--- src/rtl/alu_muldiv_if.sv ---
// Request/response bundle between operand fetch, the execute ALU and writeback.
// Signal names keep the i/o direction letters as seen from the ALU.
interface alu_muldiv_if #(
  parameter int XLEN = 32
);
  logic            iValid;
  logic            oReady;
  logic [4:0]      iOp;
  logic [XLEN-1:0] iOpA;
  logic [XLEN-1:0] iOpB;
  logic [4:0]      iTag;
  logic            oValid;
  logic [XLEN-1:0] oResult;
  logic [4:0]      oTag;
  logic            oIllegal;

  // Issuing side (decode / operand fetch, or a bench)
  modport master (
    output iValid, iOp, iOpA, iOpB, iTag,
    input  oReady, oValid, oResult, oTag, oIllegal
  );

  // Execute side (the ALU)
  modport slave (
    input  iValid, iOp, iOpA, iOpB, iTag,
    output oReady, oValid, oResult, oTag, oIllegal
  );
endinterface

--- src/rtl/alu_muldiv.sv ---
// Execute-stage ALU: single-cycle RV32I/RV64I register-register ops plus
// iterative M-extension multiply (shift-add) and divide (restoring).
// One op in flight; every accepted op returns exactly one tagged strobe.
module alu_muldiv #(
  parameter int XLEN   = 32,
  parameter bit MUL_EN = 1'b1,
  parameter bit DIV_EN = 1'b1
) (
  input  logic        iClk,
  input  logic        iRst,
  alu_muldiv_if.slave bus
);

  localparam int SHW = $clog2(XLEN);
  localparam int CW  = $clog2(XLEN + 1);

  localparam logic [CW-1:0]   CNT_ZERO = {CW{1'b0}};
  localparam logic [CW-1:0]   CNT_ONE  = CW'(1);
  localparam logic [CW-1:0]   CNT_LAST = CW'(XLEN);
  localparam logic [XLEN-1:0] ZERO     = {XLEN{1'b0}};
  localparam logic [XLEN-1:0] ALL_ONES = {XLEN{1'b1}};
  localparam logic [XLEN-1:0] MIN_NEG  = {1'b1, {(XLEN-1){1'b0}}};

  localparam logic [4:0] OP_ADD    = 5'd0;
  localparam logic [4:0] OP_SUB    = 5'd1;
  localparam logic [4:0] OP_SLL    = 5'd2;
  localparam logic [4:0] OP_SLT    = 5'd3;
  localparam logic [4:0] OP_SLTU   = 5'd4;
  localparam logic [4:0] OP_XOR    = 5'd5;
  localparam logic [4:0] OP_SRL    = 5'd6;
  localparam logic [4:0] OP_SRA    = 5'd7;
  localparam logic [4:0] OP_OR     = 5'd8;
  localparam logic [4:0] OP_AND    = 5'd9;
  localparam logic [4:0] OP_MUL    = 5'd16;
  localparam logic [4:0] OP_MULH   = 5'd17;
  localparam logic [4:0] OP_MULHSU = 5'd18;
  localparam logic [4:0] OP_MULHU  = 5'd19;
  localparam logic [4:0] OP_DIV    = 5'd20;
  localparam logic [4:0] OP_DIVU   = 5'd21;
  localparam logic [4:0] OP_REM    = 5'd22;
  localparam logic [4:0] OP_REMU   = 5'd23;

  typedef enum logic [1:0] {
    ST_IDLE = 2'd0,
    ST_MUL  = 2'd1,
    ST_DIV  = 2'd2
  } state_t;

  state_t            r_state;
  state_t            w_state_nxt;
  logic [CW-1:0]     r_cnt;
  logic [XLEN-1:0]   r_hi;       // product high half / partial remainder
  logic [XLEN-1:0]   r_lo;       // multiplier bits / quotient bits
  logic [XLEN-1:0]   r_b;        // multiplicand / divisor magnitude
  logic              r_neg;      // negate the selected result at completion
  logic              r_sel;      // 1: high product half or remainder
  logic [4:0]        r_tag_lat;

  logic              r_valid;
  logic [XLEN-1:0]   r_result;
  logic [4:0]        r_tag;
  logic              r_illegal;

  logic              w_ready;
  logic              w_busy_mul;
  logic              w_busy_div;
  logic              w_last;
  logic              w_done;
  logic              w_accept;

  logic              w_is_alu;
  logic              w_is_mul;
  logic              w_is_div;
  logic              w_legal;
  logic              w_a_signed;
  logic              w_b_signed;
  logic              w_sel;
  logic              w_a_neg;
  logic              w_b_neg;
  logic [XLEN-1:0]   w_a_mag;
  logic [XLEN-1:0]   w_b_mag;
  logic              w_start_neg;
  logic              w_div_zero;
  logic              w_div_ovf;
  logic              w_div_special;
  logic [XLEN-1:0]   w_special_res;
  logic              w_start_mul;
  logic              w_start_div;
  logic              w_single;

  logic [SHW-1:0]    w_shamt;
  logic [XLEN-1:0]   w_alu_res;
  logic [XLEN-1:0]   w_single_res;

  logic [XLEN:0]     w_mul_sum;
  logic [XLEN:0]     w_div_sh;
  logic              w_div_ge;
  logic [XLEN-1:0]   w_div_diff;

  logic [2*XLEN-1:0] w_prod;
  logic [2*XLEN-1:0] w_prod_fix;
  logic [XLEN-1:0]   w_mul_res;
  logic [XLEN-1:0]   w_div_raw;
  logic [XLEN-1:0]   w_div_res;
  logic [XLEN-1:0]   w_done_res;

  // Opcode decode: legality, operand signedness and result half/remainder select
  always_comb begin
    w_is_alu   = 1'b0;
    w_is_mul   = 1'b0;
    w_is_div   = 1'b0;
    w_a_signed = 1'b0;
    w_b_signed = 1'b0;
    w_sel      = 1'b0;
    case (bus.iOp)
      OP_ADD, OP_SUB, OP_SLL, OP_SLT, OP_SLTU,
      OP_XOR, OP_SRL, OP_SRA, OP_OR, OP_AND: w_is_alu = 1'b1;
      OP_MUL: begin
        w_is_mul   = MUL_EN;
        w_a_signed = 1'b1;
        w_b_signed = 1'b1;
      end
      OP_MULH: begin
        w_is_mul   = MUL_EN;
        w_a_signed = 1'b1;
        w_b_signed = 1'b1;
        w_sel      = 1'b1;
      end
      OP_MULHSU: begin
        w_is_mul   = MUL_EN;
        w_a_signed = 1'b1;
        w_sel      = 1'b1;
      end
      OP_MULHU: begin
        w_is_mul   = MUL_EN;
        w_sel      = 1'b1;
      end
      OP_DIV: begin
        w_is_div   = DIV_EN;
        w_a_signed = 1'b1;
        w_b_signed = 1'b1;
      end
      OP_DIVU: begin
        w_is_div   = DIV_EN;
      end
      OP_REM: begin
        w_is_div   = DIV_EN;
        w_a_signed = 1'b1;
        w_b_signed = 1'b1;
        w_sel      = 1'b1;
      end
      OP_REMU: begin
        w_is_div   = DIV_EN;
        w_sel      = 1'b1;
      end
      default: w_is_alu = 1'b0;
    endcase
  end

  assign w_legal = w_is_alu | w_is_mul | w_is_div;

  // Magnitudes feed the iterative engine; the sign is restored at completion.
  // For remainders the sign follows the dividend only.
  assign w_a_neg     = w_a_signed & bus.iOpA[XLEN-1];
  assign w_b_neg     = w_b_signed & bus.iOpB[XLEN-1];
  assign w_a_mag     = w_a_neg ? -bus.iOpA : bus.iOpA;
  assign w_b_mag     = w_b_neg ? -bus.iOpB : bus.iOpB;
  assign w_start_neg = (w_is_div & w_sel) ? w_a_neg : (w_a_neg ^ w_b_neg);

  // Divide by zero and the single signed-overflow case finish without iterating
  assign w_div_zero    = (bus.iOpB == ZERO);
  assign w_div_ovf     = w_a_signed & (bus.iOpA == MIN_NEG) & (bus.iOpB == ALL_ONES);
  assign w_div_special = w_is_div & (w_div_zero | w_div_ovf);
  assign w_special_res = w_div_zero ? (w_sel ? bus.iOpA : ALL_ONES)
                                    : (w_sel ? ZERO : bus.iOpA);

  assign w_accept    = bus.iValid & w_ready;
  assign w_start_mul = w_accept & w_is_mul;
  assign w_start_div = w_accept & w_is_div & ~w_div_special;
  assign w_single    = w_accept & ~w_start_mul & ~w_start_div;

  assign w_shamt = bus.iOpB[SHW-1:0];

  // Single-cycle integer operations
  always_comb begin
    w_alu_res = ZERO;
    case (bus.iOp)
      OP_ADD:  w_alu_res = bus.iOpA + bus.iOpB;
      OP_SUB:  w_alu_res = bus.iOpA - bus.iOpB;
      OP_SLL:  w_alu_res = bus.iOpA << w_shamt;
      OP_SLT:  w_alu_res = {{(XLEN-1){1'b0}}, ($signed(bus.iOpA) < $signed(bus.iOpB))};
      OP_SLTU: w_alu_res = {{(XLEN-1){1'b0}}, (bus.iOpA < bus.iOpB)};
      OP_XOR:  w_alu_res = bus.iOpA ^ bus.iOpB;
      OP_SRL:  w_alu_res = bus.iOpA >> w_shamt;
      OP_SRA:  w_alu_res = $unsigned($signed(bus.iOpA) >>> w_shamt);
      OP_OR:   w_alu_res = bus.iOpA | bus.iOpB;
      OP_AND:  w_alu_res = bus.iOpA & bus.iOpB;
      default: w_alu_res = ZERO;
    endcase
  end

  assign w_single_res = !w_legal ? ZERO : (w_is_div ? w_special_res : w_alu_res);

  // One shift-add step: conditionally add multiplicand to the high half, then
  // shift {carry, hi, lo} right so the next multiplier bit lands in lo[0].
  assign w_mul_sum = {1'b0, r_hi} + (r_lo[0] ? {1'b0, r_b} : {(XLEN+1){1'b0}});

  // One restoring step: bring the next dividend bit into the partial remainder
  // and subtract the divisor when it fits. The difference is below the divisor,
  // so XLEN bits hold it exactly.
  assign w_div_sh   = {r_hi, r_lo[XLEN-1]};
  assign w_div_ge   = (w_div_sh >= {1'b0, r_b});
  assign w_div_diff = w_div_sh[XLEN-1:0] - r_b;

  // Completion sign fixup
  assign w_prod     = {r_hi, r_lo};
  assign w_prod_fix = r_neg ? -w_prod : w_prod;
  assign w_mul_res  = r_sel ? w_prod_fix[2*XLEN-1:XLEN] : w_prod_fix[XLEN-1:0];
  assign w_div_raw  = r_sel ? r_hi : r_lo;
  assign w_div_res  = r_neg ? -w_div_raw : w_div_raw;
  assign w_done_res = w_busy_mul ? w_mul_res : w_div_res;

  assign w_last = (r_cnt == CNT_LAST);
  assign w_done = (w_busy_mul | w_busy_div) & w_last;

  // FSM state register
  always_ff @(posedge iClk or posedge iRst) begin
    if (iRst) begin
      r_state <= ST_IDLE;
    end else begin
      r_state <= w_state_nxt;
    end
  end

  // FSM next state: multi-cycle ops leave IDLE, XLEN iterations plus a finish edge bring it back
  always_comb begin
    w_state_nxt = r_state;
    case (r_state)
      ST_IDLE: begin
        if (w_start_mul) begin
          w_state_nxt = ST_MUL;
        end else if (w_start_div) begin
          w_state_nxt = ST_DIV;
        end else begin
          w_state_nxt = ST_IDLE;
        end
      end
      ST_MUL, ST_DIV: begin
        if (w_last) begin
          w_state_nxt = ST_IDLE;
        end else begin
          w_state_nxt = r_state;
        end
      end
      default: w_state_nxt = ST_IDLE;
    endcase
  end

  // FSM outputs: ready only in IDLE, busy flags select the iteration kind
  always_comb begin
    w_ready    = 1'b0;
    w_busy_mul = 1'b0;
    w_busy_div = 1'b0;
    case (r_state)
      ST_IDLE: w_ready    = 1'b1;
      ST_MUL:  w_busy_mul = 1'b1;
      ST_DIV:  w_busy_div = 1'b1;
      default: w_ready    = 1'b0;
    endcase
  end

  // Iterative engine: latch operands on start, step once per cycle until the counter hits XLEN
  always_ff @(posedge iClk or posedge iRst) begin
    if (iRst) begin
      r_cnt     <= CNT_ZERO;
      r_hi      <= ZERO;
      r_lo      <= ZERO;
      r_b       <= ZERO;
      r_neg     <= 1'b0;
      r_sel     <= 1'b0;
      r_tag_lat <= 5'd0;
    end else if (w_start_mul || w_start_div) begin
      r_cnt     <= CNT_ZERO;
      r_hi      <= ZERO;
      r_lo      <= w_a_mag;
      r_b       <= w_b_mag;
      r_neg     <= w_start_neg;
      r_sel     <= w_sel;
      r_tag_lat <= bus.iTag;
    end else if (w_done) begin
      r_cnt     <= CNT_ZERO;
    end else if (w_busy_mul) begin
      r_cnt     <= r_cnt + CNT_ONE;
      r_hi      <= w_mul_sum[XLEN:1];
      r_lo      <= {w_mul_sum[0], r_lo[XLEN-1:1]};
    end else if (w_busy_div) begin
      r_cnt     <= r_cnt + CNT_ONE;
      r_hi      <= w_div_ge ? w_div_diff : w_div_sh[XLEN-1:0];
      r_lo      <= {r_lo[XLEN-2:0], w_div_ge};
    end else begin
      r_cnt     <= r_cnt;
    end
  end

  // Result registers: one-cycle strobe, result held between strobes
  always_ff @(posedge iClk or posedge iRst) begin
    if (iRst) begin
      r_valid   <= 1'b0;
      r_result  <= ZERO;
      r_tag     <= 5'd0;
      r_illegal <= 1'b0;
    end else if (w_single) begin
      r_valid   <= 1'b1;
      r_result  <= w_single_res;
      r_tag     <= bus.iTag;
      r_illegal <= ~w_legal;
    end else if (w_done) begin
      r_valid   <= 1'b1;
      r_result  <= w_done_res;
      r_tag     <= r_tag_lat;
      r_illegal <= 1'b0;
    end else begin
      r_valid   <= 1'b0;
    end
  end

  assign bus.oReady   = w_ready;
  assign bus.oValid   = r_valid;
  assign bus.oResult  = r_result;
  assign bus.oTag     = r_tag;
  assign bus.oIllegal = r_illegal;

endmodule

--- src/flat_wrapper.sv ---
// flat-port wrapper written by rule: the top's interface ports become plain ports
module alu_muldiv_flat 
#(
  parameter int XLEN   = 32,
  parameter bit MUL_EN = 1'b1,
  parameter bit DIV_EN = 1'b1
)
  (iClk, iRst, bus_iValid, bus_iOp, bus_iOpA, bus_iOpB, bus_iTag, bus_oReady, bus_oValid, bus_oResult, bus_oTag, bus_oIllegal);
  alu_muldiv_if #(.XLEN(XLEN)) bus_i ();
  input  logic iClk;
  input  logic iRst;
  input wire logic [$bits(bus_i.iValid)-1:0] bus_iValid;
  input wire logic [$bits(bus_i.iOp)-1:0] bus_iOp;
  input wire logic [$bits(bus_i.iOpA)-1:0] bus_iOpA;
  input wire logic [$bits(bus_i.iOpB)-1:0] bus_iOpB;
  input wire logic [$bits(bus_i.iTag)-1:0] bus_iTag;
  output wire logic [$bits(bus_i.oReady)-1:0] bus_oReady;
  output wire logic [$bits(bus_i.oValid)-1:0] bus_oValid;
  output wire logic [$bits(bus_i.oResult)-1:0] bus_oResult;
  output wire logic [$bits(bus_i.oTag)-1:0] bus_oTag;
  output wire logic [$bits(bus_i.oIllegal)-1:0] bus_oIllegal;
  assign bus_i.iValid = bus_iValid;
  assign bus_i.iOp = bus_iOp;
  assign bus_i.iOpA = bus_iOpA;
  assign bus_i.iOpB = bus_iOpB;
  assign bus_i.iTag = bus_iTag;
  assign bus_oReady = bus_i.oReady;
  assign bus_oValid = bus_i.oValid;
  assign bus_oResult = bus_i.oResult;
  assign bus_oTag = bus_i.oTag;
  assign bus_oIllegal = bus_i.oIllegal;
  alu_muldiv #(.XLEN(XLEN), .MUL_EN(MUL_EN), .DIV_EN(DIV_EN)) u_core (.iClk(iClk), .iRst(iRst), .bus(bus_i));
endmodule
--- config.mk ---
export PLATFORM = sky130hd
export DESIGN_NAME = alu_muldiv_flat
export DESIGN_NICKNAME = d
export VERILOG_FILES = /design/src/rtl/alu_muldiv_if.sv /design/src/rtl/alu_muldiv.sv /design/src/flat_wrapper.sv
export SDC_FILE = /design/constraint.sdc
export NUM_CORES = 1
export LEC_CHECK = 0
export ABC_AREA = 0
export CAP_MARGIN = 15
export CELL_PAD_IN_SITES_DETAIL_PLACEMENT = 1
export CELL_PAD_IN_SITES_GLOBAL_PLACEMENT = 2
export CORE_UTILIZATION = 40
export DETAILED_ROUTE_END_ITERATION = 10
export DONT_BUFFER_PORTS = 1
export GPL_ROUTABILITY_DRIVEN = 0
export PLACE_DENSITY = 0.91
export SETUP_SLACK_MARGIN = 0.1
export SYNTH_ARGS = -nofsm -noshare
export SYNTH_HDL_FRONTEND = slang
export SYNTH_SLANG_ARGS = --single-unit
export TNS_END_PERCENT = 50
--- constraint.sdc ---
create_clock -name iClk -period 8.3 [get_ports iClk]
set_input_delay 1.245 -clock iClk [delete_from_list [all_inputs] [get_ports iClk]]
set_output_delay 1.245 -clock iClk [all_outputs]
set_load 0.01 [all_outputs]
==> impl_results.md <==
- Status: finished, violations left
- Violated checks: DRC
- Leakage: 9.915 nW
- Hold crit path type: reg2reg
- Rel. slew slack: 14.00%
- Nets: 3,376
- Hold WS: 0.4958 ns
- H-Tree Level Count: 4
- Gr usage total: 38.51%
- CTS Buffer Depth: 2
- Setup TNS: 0 ns
- DR vias/cell: 7.226
- Worst path depth: 11
- VDD IR max: 0.1580 mV
- Synth top area share: 15.34%
- Initial Util: 40.54%
- Site row count: 90
- Largest net degree at the start of global routing: 83
- Share of the yosys chip area belonging to registers: 15.34%
- Core region area: 60,360 sq um
- Routed Antenna Nets: 0
- Hold Path Depth: 2
- Cell count after synthesis: 3,342
- Vias in the first global route: 27,993
- Leading post-synthesis cells by cell area: dfrtp_1 (15%), ha_1 (8.9%), a21oi_1 (5.8%)
- Maximum clock rate: 0.1795 GHz
- GRT overflow: 0
- Final slew viol count: 0
- RSZ-0062 raised after global routing: no
- Multi-input logic area: 19,060 sq um
- Worst Setup End Kind: flip-flop
- Ys Warns: 0
- CP Class: in2reg
- Post-CTS resize count: 0
- Hold Fails Final Rpt: 0
- DRC viols: 2
- Async SR Flop Fraction: 100.0%
- Clk slew on worst S/H paths: 0.07 ns
- Clk_skew: 0.02184 ns
- Syn Nets: 3,597
- Cell family with most CP delay: simple AND/OR/NAND/NOR gates
- Post-CTS Setup Repair Bufs: 0
- Root buffer cell: clkbuf_16
- Layout Utilization: 42.13%
- Post-synth EDFFs: 0
- TritonRoute pass-1 iters: 9
- Cells along the critical path: inv_1 -> ha_1 -> or4b_1 -> nor3_1 -> nand4_1 -> o41ai_1 -> a21oi_4 -> buf_4 -> nor2_1 -> a22o_1 -> a211o_1
- DR vias: 28,305
- Worst slew pin tran: 1.279 ns
- Area leader, netlist: dfrtp_1
- CTS sink count: 150
- DIE WIDTH: 249.3 microns
- Wirelength, routed: 123.0 mm
- Required time of the critical path: 8.70 ns
- Ys flop type: dfrtp_1
- Power Density: 235.2 nW/um^2
- WP buf/inv: 2
- Max-Cap Viols: 0
- Final period util: 67.14%
- Crit path time final: 5.573 ns
- Worst skew pair latency: 0.48 ns
- FF+latch count, synth: 150
- CP Launch Type: primary input
- CP max FO: 75
- Port Buf Inserts: 0
- Initial antenna violation count: 7
- Final setup fails: 0
- DIE AREA: 62,170 sq um
- Critical path's slowest cell: nor2_1
- DRT iter0 DRCs: 3,906
- Fillers: 7,492
- Worst-case reg-to-reg path depth: 13
- Die H: 249.3 microns
- Post-DR wirelength/cell: 31.41 microns
- First-pass GRT wire length: 183.0 mm
- Critical Path Max Stage Delay: 0.93 ns
- FF+latch area: 3759 sq um
- Cell Area, Synth: 24,470 sq um
- Dpl hpwl: 93.27 mm
- Avg Cell Area, Syn: 7.322 sq um
- Crit path DAT: 5.97 ns
- Layout cell share with drive strength beyond 1: 6.669%
- Cts hold-fix bufs: 0
- Area growth, synth to finish: 3.917%
- CTS buffer count: 17
- I/O pin cnt: 117
- CTS tree: yes
- Yosys cell types: 94
-- tightest hold or removal path, delay by kind of cell, from the launching register on --
kind / cells / cell delay (ns)
compound gates: 1 / 0.06
simple gates: 1 / 0.05
flops: 1 / 0.35
-- cells in the mapped netlist, types with 26 or more instances --
library cell	instances
a221oi_1	29
a21o_1	50
a21oi_1	286
xor2_1	70
o211ai_1	32
nand2_1	251
inv_1	158
ha_1	174
o22ai_1	29
clkbuf_1	237
a22oi_1	26
a31oi_1	53
o31ai_1	46
nand4_1	39
or3_1	28
dfrtp_1	150
nor4_1	28
mux2i_1	106
nor2_1	363
nand3_1	59
o21ai_0	273
nor3_1	101
mux4_2	55
xnor2_1	136
a211oi_1	100
buf_1	32
o221ai_1	30
-- logic make-up (layout without fill, tap and decap cells) --
family                     count (synthesis)  in the layout  synth area share, %
AOI/OAI and AO/OA                       1163           1163                31.14
xor gates and xnor gates                 206            206                7.373
adders and majority gates                178            178                9.224
buffers and inverters                    449            241                7.010
DFF                                      150            150                15.34
muxes                                    181            181                10.32
other                                      0              1                    0
and+or+nand+nor                         1015           1015                19.59
-- area by class of cell --
class | count | share of cell area, %
Tap cell | 782 | 3.848
Antenna cell | 1 | 0.009841
Multi-Input combinational cell | 2743 | 74.97
Clock buffer | 17 | 1.673
Sequential cell | 150 | 14.78
Inverter | 161 | 2.396
Clock inverter | 15 | 0.9299
Timing Repair Buffer | 48 | 1.392
-- registers in the layout, summed over array words and instances, names as in the netlist --
name                 count
u_core.bus.oTag          5
u_core.r_state           2
u_core.r_cnt             6
u_core.r_lo             32
u_core.r_sel             1
u_core.r_tag_lat         5
u_core.r_b              32
u_core.r_neg             1
u_core.bus.oIllegal      1
u_core.bus.oResult      32
u_core.r_hi             32
u_core.bus.oValid        1
-- where the power goes --
part | switching (mW) | internal, mW
Sequential | 0.539 | 0.913
Combinational | 2.27 | 1.36
Clock | 0.386 | 0.519
Total | 3.19 | 2.79
-- placed cells by master (no fill, tap or decap), types with 22 or more instances in the layout --
cell type / n
nand3_1: 59
o221ai_1: 30
nor2_1: 362
a211oi_1: 99
nand2b_1: 23
a22oi_1: 26
dfrtp_1: 148
ha_1: 173
a221oi_1: 29
nor3_1: 100
or3_1: 28
a31oi_1: 53
nand2_1: 251
or4_1: 24
o22ai_1: 29
o211ai_1: 32
mux2i_1: 106
xor2_1: 70
inv_1: 157
o21ai_0: 273
xnor2_1: 136
o31ai_1: 46
mux4_2: 55
a21oi_1: 285
o21a_1: 22
nand4_1: 39
a21o_1: 49
nor4_1: 27
buf_4: 46
-- per-stage QoR --
stage | power, mW | setup slack, ns | instances | instance area, sq um
after floorplan | 3.802 | 3.019 | 3342 | 24470
after global placement | 4.775 | 2.802 | 3882 | 24750
after detailed placement | 4.908 | 2.574 | 3883 | 24750
after CTS | 5.837 | 3.067 | 3915 | 25420
after global routing | 6.266 | 2.610 | 3917 | 25430
final | 5.981 | 2.727 | 3917 | 25430
-- final timing paths --
| path | start | to | slack, ns |
|---|---|---|---|
| setup / recovery | bus_iOpB[1] | u_core.r_hi[29]$_DFFE_PP0P_ | 2.73 |
| hold / removal | u_core.r_b[15]$_DFFE_PP0N_ | u_core.r_b[15]$_DFFE_PP0N_ | 0.50 |
| setup reg to reg | u_core.r_lo[0]$_DFFE_PP0P_ | u_core.r_hi[30]$_DFFE_PP0P_ | 3.63 |
| hold reg to reg | u_core.r_b[15]$_DFFE_PP0N_ | u_core.r_b[15]$_DFFE_PP0N_ | 0.50 |
| max in group asynchronous | iRst | u_core.r_sel$_DFFE_PP0N_ | 5.99 |
| min in group asynchronous | iRst | u_core.r_b[25]$_DFFE_PP0N_ | 0.78 |
-- per-layer routing --
metal  global-route usage [%]  part of all wire (%)  up-vias
li1                         -                     -    11958
met1                    46.90                    37    13938
met2                    58.60                    43     1860
met3                    11.43                    12      541
met4                    25.57                   7.8        8
met5                    1.390                 0.048        -
(Power assumes the default switching activity.)
